[src/rtl/ram_shim_pkg.sv]
// Shared definitions for the RAM stream shims: FSM state encoding and
// constant helper functions used to size buffers, counters and indices.
package ram_shim_pkg;

    typedef enum logic [1:0] {
        IDLE  = 2'd0,
        WRITE = 2'd1,
        GAP   = 2'd2,
        DONE  = 2'd3
    } state_t;

    function automatic int clog2(input int value);
        int r;
        r = 0;
        while ((1 << r) < value) begin
            r = r + 1;
        end
        return r;
    endfunction

    function automatic int ceil_div(input int num, input int den);
        return (num + den - 1) / den;
    endfunction

endpackage

[src/rtl/ram_addr_wrap.sv]
// Circular buffer byte-offset register: clear, modulo-step increment and a
// registered one-cycle pulse whenever the offset wraps back to zero.
module ram_addr_wrap #(
    parameter int BUF_BYTES = 8192,
    parameter int STEP      = 2,
    parameter int OFF_WID   = 13
) (
    input  logic               clk,
    input  logic               rst,
    input  logic               clr_i,
    input  logic               inc_i,
    output logic [OFF_WID-1:0] offset_o,
    output logic               wrap_o
);
    import ram_shim_pkg::*;

    localparam logic [OFF_WID-1:0] LAST_OFF = OFF_WID'(BUF_BYTES - STEP);
    localparam logic [OFF_WID-1:0] STEP_OFF = OFF_WID'(STEP);

    logic [OFF_WID-1:0] offset_q, offset_d;
    logic               wrap_q, wrap_d;

    always_comb begin
        offset_d = offset_q;
        wrap_d   = 1'b0;
        if (clr_i) begin
            offset_d = '0;
        end else if (inc_i) begin
            // Exact compare keeps the wrap correct for non power-of-two buffers.
            if (offset_q == LAST_OFF) begin
                offset_d = '0;
                wrap_d   = 1'b1;
            end else begin
                offset_d = offset_q + STEP_OFF;
            end
        end
    end

    always_ff @(posedge clk) begin
        if (rst) begin
            offset_q <= '0;
            wrap_q   <= 1'b0;
        end else begin
            offset_q <= offset_d;
            wrap_q   <= wrap_d;
        end
    end

    assign offset_o = offset_q;
    assign wrap_o   = wrap_q;

endmodule

[src/rtl/ram_stream_shim.sv]
// Streams sign-extended samples into a circular RAM buffer one DMA word at a
// time. Optional sample counter and wrap pulse via RAM_STREAM_SHIM_COUNT_EN.
module ram_stream_shim #(
    parameter logic [31:0] BASE_ADDR = 32'h1000000,
    parameter int          BUF_BYTES = 8192,
    parameter int          DAT_WID   = 24,
    parameter int          RAM_WORD  = 16,
    parameter int          RAM_WID   = 32
) (
    input  logic                clk,
    input  logic                rst,
    input  logic [DAT_WID-1:0]  data,
    input  logic                commit,
    input  logic                rewind,
    output logic                finished,
    output logic                busy,
    output logic [RAM_WORD-1:0] word,
    output logic [RAM_WID-1:0]  addr,
    output logic                write,
    input  logic                valid
`ifdef RAM_STREAM_SHIM_COUNT_EN
    ,
    output logic [31:0]         sample_cnt,
    output logic                wrapped
`endif
);
    import ram_shim_pkg::*;

    localparam int WORDS    = ceil_div(DAT_WID, RAM_WORD);
    localparam int WBYTES   = RAM_WORD / 8;
    localparam int OFF_WID  = clog2(BUF_BYTES);
    localparam int SREG_WID = WORDS * RAM_WORD;
    localparam int IDX_WID  = (WORDS > 1) ? clog2(WORDS) : 1;
    localparam logic [IDX_WID-1:0] LAST_IDX = IDX_WID'(WORDS - 1);

    state_t                state_q, state_d;
    logic [SREG_WID-1:0]   sreg_q, sreg_d;
    logic [RAM_WORD-1:0]   word_q, word_d;
    logic                  write_q, write_d;
    logic                  finished_q, finished_d;
    logic [IDX_WID-1:0]    idx_q, idx_d;
    logic                  off_clr, off_inc;
    logic [OFF_WID-1:0]    offset;
    logic                  wrap_pulse;
    logic [SREG_WID-1:0]   data_ext;

    generate
        for (genvar gi = 0; gi < SREG_WID; gi++) begin : g_ext
            if (gi < DAT_WID) begin : g_bit
                assign data_ext[gi] = data[gi];
            end else begin : g_sign
                assign data_ext[gi] = data[DAT_WID-1];
            end
        end
    endgenerate

    ram_addr_wrap #(
        .BUF_BYTES (BUF_BYTES),
        .STEP      (WBYTES),
        .OFF_WID   (OFF_WID)
    ) u_addr (
        .clk      (clk),
        .rst      (rst),
        .clr_i    (off_clr),
        .inc_i    (off_inc),
        .offset_o (offset),
        .wrap_o   (wrap_pulse)
    );

    always_comb begin
        state_d    = state_q;
        sreg_d     = sreg_q;
        word_d     = word_q;
        write_d    = write_q;
        finished_d = finished_q;
        idx_d      = idx_q;
        off_clr    = 1'b0;
        off_inc    = 1'b0;
        case (state_q)
            IDLE: begin
                // Rewind wins; a held commit is then taken on the next cycle.
                if (rewind) begin
                    off_clr = 1'b1;
                end else if (commit) begin
                    sreg_d  = data_ext;
                    word_d  = data_ext[RAM_WORD-1:0];
                    write_d = 1'b1;
                    idx_d   = '0;
                    state_d = WRITE;
                end
            end
            WRITE: begin
                if (valid) begin
                    write_d = 1'b0;
                    off_inc = 1'b1;
                    idx_d   = idx_q + 1'b1;
                    if (idx_q == LAST_IDX) begin
                        finished_d = 1'b1;
                        state_d    = DONE;
                    end else begin
                        state_d = GAP;
                    end
                end
            end
            GAP: begin
                word_d  = sreg_q[int'(idx_q) * RAM_WORD +: RAM_WORD];
                write_d = 1'b1;
                state_d = WRITE;
            end
            DONE: begin
                if (!commit) begin
                    finished_d = 1'b0;
                    state_d    = IDLE;
                end
            end
            default: begin
                state_d = IDLE;
            end
        endcase
    end

    always_ff @(posedge clk) begin
        if (rst) begin
            state_q    <= IDLE;
            sreg_q     <= '0;
            word_q     <= '0;
            write_q    <= 1'b0;
            finished_q <= 1'b0;
            idx_q      <= '0;
        end else begin
            state_q    <= state_d;
            sreg_q     <= sreg_d;
            word_q     <= word_d;
            write_q    <= write_d;
            finished_q <= finished_d;
            idx_q      <= idx_d;
        end
    end

    assign word     = word_q;
    assign write    = write_q;
    assign finished = finished_q;
    assign busy     = (state_q != IDLE);
    assign addr     = RAM_WID'(BASE_ADDR) + RAM_WID'(offset);

`ifdef RAM_STREAM_SHIM_COUNT_EN
    logic [31:0] sample_cnt_q, sample_cnt_d;

    always_comb begin
        sample_cnt_d = sample_cnt_q;
        if (state_q == WRITE && state_d == DONE) begin
            sample_cnt_d = sample_cnt_q + 32'd1;
        end
    end

    always_ff @(posedge clk) begin
        if (rst) begin
            sample_cnt_q <= '0;
        end else begin
            sample_cnt_q <= sample_cnt_d;
        end
    end

    assign sample_cnt = sample_cnt_q;
    assign wrapped    = wrap_pulse;
`else
    logic wrap_unused;
    assign wrap_unused = wrap_pulse;
`endif

endmodule

[config.mk]
export PLATFORM = sky130hd
export DESIGN_NAME = ram_stream_shim
export DESIGN_NICKNAME = d
export VERILOG_FILES = /design/src/rtl/ram_shim_pkg.sv /design/src/rtl/ram_addr_wrap.sv /design/src/rtl/ram_stream_shim.sv
export SDC_FILE = /design/constraint.sdc
export NUM_CORES = 1
export LEC_CHECK = 0
export ABC_AREA = 1
export CORE_UTILIZATION = 30
export DETAILED_ROUTE_END_ITERATION = 10
export MAX_ROUTING_LAYER = met4
export PLACE_DENSITY = 0.61
export RECOVER_POWER = 100
export SLEW_MARGIN = 10
export SYNTH_ARGS = -nofsm -noshare
export SYNTH_HDL_FRONTEND = slang
export SYNTH_SLANG_ARGS = --single-unit
[constraint.sdc]
create_clock -name clk -period 3.6 [get_ports clk]
set_clock_uncertainty 0.05 [all_clocks]
set_input_delay 0.36 -clock clk [delete_from_list [all_inputs] [get_ports clk]]
set_output_delay 0.36 -clock clk [all_outputs]
set_load 0.01 [all_outputs]
### Word-level counts from Yosys, hierarchy flattened

Index checks and enable logic that the tools add are counted.

| storage, ports and cells | value |
|---|---|
| output and inout port bits | 51 |
| input port bits | 29 |
| bits in registers | 58 |

| cells by class | value |
|---|---|
| reduce and logical (&&, ||, !) cells | 13 |
| muxes and demuxes | 26 |
| shifts and indexed selects | 1 |
| bitwise operators | 1 |
| add/sub/neg operators | 3 |
| equal/unequal tests | 9 |

Operators with widths:

| operator | number |
|---|---|
| $mux 16 | 2 |
| $pmux 16 s2 | 1 |
| $shiftx 32x6->16 | 1 |
| $add 25x13->26 const A | 1 |
| $reduce_and 4->1 | 4 |
| $mux 1 | 14 |
| $add 13x2->13 const B | 1 |
| $eq 13x13->1 const B | 1 |
| $mux 13 | 1 |
| $ne 2x2->1 const B | 5 |
| $mux 2 | 4 |
| $pmux 2 s4 | 1 |
| $reduce_bool 2->1 | 4 |
| $reduce_and 3->1 | 2 |
| $eq 2x2->1 const B | 2 |
| $pmux 1 s2 | 2 |
| $pmux 1 s3 | 1 |
| $reduce_bool 3->1 | 1 |
| $eq 2x1->1 const B | 1 |
| $logic_not 2->1 | 1 |
| $reduce_or 2->1 | 1 |
| $add 1x1->1 const B | 1 |
| $not 1->1 | 1 |

### Longest topological paths before layout

| logic depth | value |
|---|---|
| word-level depth | 3 |
| gate-level depth with buffers | 9 |

### Cells and area by module

From an unflattened synthesis, not the netlist that was laid out.

| second synthesis, totals | value |
|---|---|
| cells, all modules | 428 |
| area total of the unflattened synthesis | 2,982.9 µm² |

Modules (own cells, without submodules):

| module | area an instance (µm²) | cells each | sequential area each (µm²) | instances |
|---|---|---|---|---|
| ram_stream_shim | 2,262.2 | 338 | 900.9 | 1 |
| ram_addr_wrap | 720.7 | 90 | 260.2 | 1 |

### Worst setup path before layout

Ideal clock, no wire load.

| path | value |
|---|---|
| path kind | register to register |
| from | register state_q[0] |
| to | register word_q[13], in the netlist word[13] |
| data required time | 3.433 ns |
| setup slack | 2.302 ns |
| setup time | 0.117 ns |
| cell stages (with the launch flop) | 8 |
| clock period less this slack | 1.298 ns |
| arrival time | 1.131 ns |
| cells stage by stage | dfxtp_1 > nor2_2 > inv_2 > nor2_2 > nor2_4 > buf_6 > o21ai_0 > nor2_1 |

| on the way | value |
|---|---|
| longest elaborated chain between the ends | 3 |
| elaborated cells on any way between the ends | 7 |
| classes of those cells | eq/ne (3); mux (1); reduce/logical (3) |

RTL lines:

| element | line | text |
|---|---|---|
| start: declaration | ram_stream_shim.sv:36 | `state_t state_q, state_d;` |
| start signal: assignment | ram_stream_shim.sv:131 | `state_q <= state_d;` |
| $eq 2x2->1 or $logic_not 2->1 (tied branches) | ram_stream_shim.sv:79 | `case (state_q)` |
| $reduce_bool 2->1 (no source line) or $ne 2x2->1 (tied branches) | -- |  |
| $reduce_and 3->1 (no source line) | -- |  |
| end signal: assignment | ram_stream_shim.sv:133 | `word_q <= word_d;` |
| end: declaration | ram_stream_shim.sv:38 | `logic [RAM_WORD-1:0] word_q, word_d;` |

Several ways; a longest one is shown, not always the timed one.
A chain may end at the register's enable or synchronous reset.

### Final worst setup path

| path | value |
|---|---|
| from | register state_q[1] |
| to | register word_q[7], in the netlist word[7] |

Same word-level chain as after synthesis.

==> flow_summary.yaml <==
grt:
  grt_use_met1: 0.194
  grt_max_degree: 42
  grt_pass1_vias: 2336
  antenna_found_initial: 0
  met3_usage: 0.0608
  grt_pass1_wl_mm: 11.0
  grt.total_usage: 0.163
  gr-total-overflow: 0
  globalRouteMet2Util: 0.257
  grt-busiest-layer: "met2"
synth:
  synthTopCellsByArea: "dfxtp_1, nor2_1, o21ai_0"
  synth_area_leader_cell: "dfxtp_1"
  syn_avg_cell_area_um2: 7.22
  ys_warn_count: 0
  netlist_area_um2: 2660
  synth-main-ff-cell: "dfxtp_1"
  synth_commonest_cells: "nor2_1, dfxtp_1, nand2_1"
  ys_ff_latch: 57
  synth_edf_count: 0
  seq_area_frac_synth: 0.429
  netlist_instances: 368
  ys_types: 27
  synth.top_cell.area_share: 0.429
  synth.most_common_cell: "nor2_1"
  async_reset_ff_frac: 0
flow_run:
  drv_cap: 0
die:
  row_count: 33
  fp.dieH_um: 96.1
  num_io_pins: 80
  coreArea_um2: 8380
  die_w_um: 96.1
  start_util: 0.317
  dieArea_um2: 9240
worst_hold_path:
  holdCritPathClass: "flop to flop"
  hold_path_startpoint: "sreg_q[15]"
  whs_endpoint: "sreg_q[15]"
  hold_path_depth: 2
critical_path:
  r2r_slack_ps: 1020
  reg2reg_from: "state_q[1]"
  reg2reg_depth: 7
  reg2reg_to: "word[7]"
  critPathCaptureType: "flop"
  path_class: "flop to flop"
  path_max_fanout: 25
  arrival_ps: 2750
  cp-start-kind: "flop"
  cp.required_ps: 3770
finish:
  design_area_um2: 3370
  multi_input_area_um2: 1240
  nNetsFinal: 452
  drive_gt1_frac: 0.0657
  fillers: 867
  seq_area_um2: 1140
  area_growth_pct: 26.6
  n_antenna_cell: 0
  postLayoutCoreUtil: 0.402
power_and_ir_drop:
  pwr-share-comb: 0.187
  internal_power_uw: 1120
  p_sw_frac: 0.289
  p_leak_uw: 0.00140
  p_seq_frac: 0.464
  p_per_area_nw_per_um2: 467
  power_frac_clock: 0.349
  power.switching_uw: 453
  peakVddDrop_v: 0.000203
cts:
  numCtsBuffers: 9
  cts_setup_buffers: 0
  cts_tree: "built"
  cts_max_level: 3
  cts_resized: 0
  hold_buffers: 0
  clock_sinks: 57
  cts-root-buf: "clkbuf_8"
  cts_buffer_depth: 2
  clk_latency_ps: 330
  clk_pin_slew_ps: 60
routing:
  remaining_drc_errors: 0
  ant_nets: 0
  drt_iter0_drc: 139
  vias_per_cell: 4.63
  wire_per_inst_um: 12.4
  drt-pass1-iter-count: 4
  dr_total_vias: 2460
  drt_wl_total_mm: 6.61
timing:
  max-slew-margin-rel: 0.165
  finalHoldViolCount: 0
  tightestPinTransition_ps: 1250
  period_needed_ps: 2580
  setup_tns_ps: 0
  setup_viol: 0
  maxSlewViolCount: 0
  clock.fmax_mhz: 388
  min_period_over_period: 0.716
  rsz0062_at_grt: "false"
place:
  gp_congestion: 0.858
  io_buffer_count: 59
  dpl_cell_area_um2: 3220
  dpl.hpwl_mm: 4.69
status:
  outcome: "finished, final reports clean"
[kinds of logic after synthesis]
kind of cell             synth area share
other                             0.00283
AND/OR/NAND/NOR                     0.254
XOR/XNOR                           0.0165
adder cells (fa/ha/maj)           0.00471
AO/OA/AOI/OAI                       0.175
buffers and inverters               0.118
flip-flops                          0.429
[area by class of cell]
class	instances	area share
clock buffer	12	0.0491
clock inverter	3	0.00446
inverter	23	0.0257
multi-input combinational	272	0.367
sequential	57	0.339
tap	105	0.0390
timing repair buffer	59	0.175
[per-layer routing]
| layer | up-vias | share of wire |
|---|---|---|
| met4 | 0 | 0.012 |
| met3 | 8 | 0.059 |
| met1 | 1120 | 0.46 |
| met5 | - | 0 |
| li1 | 1255 | - |
| met2 | 77 | 0.47 |
[cell usage in the layout, fill, tap and decap left out]
cell,Yosys,routed
dlygate4sd3_1,0,32
a21oi_1,38,39
inv_1,20,20
clkdlybuf4s50_1,0,27
nand4_1,7,7
o21bai_1,1,1
clkbuf_8,0,12
clkinv_2,0,3
o21ai_0,44,44
dfxtp_1,57,57
conb_1,2,20
xnor2_1,1,1
nor2_4,4,1
o21a_1,2,2
nor2_1,74,79
clkinv_1,0,1
or2_2,9,9
ha_1,1,1
inv_2,3,2
nand3_1,6,6
nand2_1,54,55
a21oi_2,2,1
a31oi_1,1,1
xor2_1,4,4
o211ai_1,1,1
[flip-flops by register name (all words and copies together), names as in the netlist]
name	count
finished	1
idx_q	1
sreg_q	24
state_q	2
u_addr.offset_o	12
word	16
write	1
[through the flow]
step,power (uW),setup WS [ps],hold slack [ps],std cells
after floorplan,938,2300,375,386
after global routing,1660,588,440,531
after global placement,1060,1010,393,516
final,1570,1020,406,531
after CTS,1610,1310,407,531
after detailed placement,1060,1030,396,516
[worst max path at each step]
| stage | from | to | slack (ps) |
|---|---|---|---|
| 2_1_floorplan | state_q[0] | word[13] | 2300 |
| 3_3_place_gp | commit | sreg_q[13] | 1010 |
| 3_5_place_dp | commit | sreg_q[4] | 1030 |
| 4_1_cts | state_q[1] | sreg_q[4] | 1310 |
| 5_1_grt | state_q[1] | word[10] | 590 |
| 6_report | state_q[1] | word[7] | 1020 |
[power by group through the flow]
stage	clock network [uW]	logic [uW]	registers (uW)
floorplan	0	188	750
global placement	0	310	746
detailed placement	0	315	744
CTS	562	316	732
global route	591	334	737
finish	548	293	729
[critical path, cell delays in order, from the launching register on]
cell      delay, ps
dfxtp_1         600
nor2_1          140
clkinv_1        100
nor2_1           50
nor2_1          930
inv_2           290
a21oi_1         240
nor2_1           60
(Power assumes the default switching activity.)
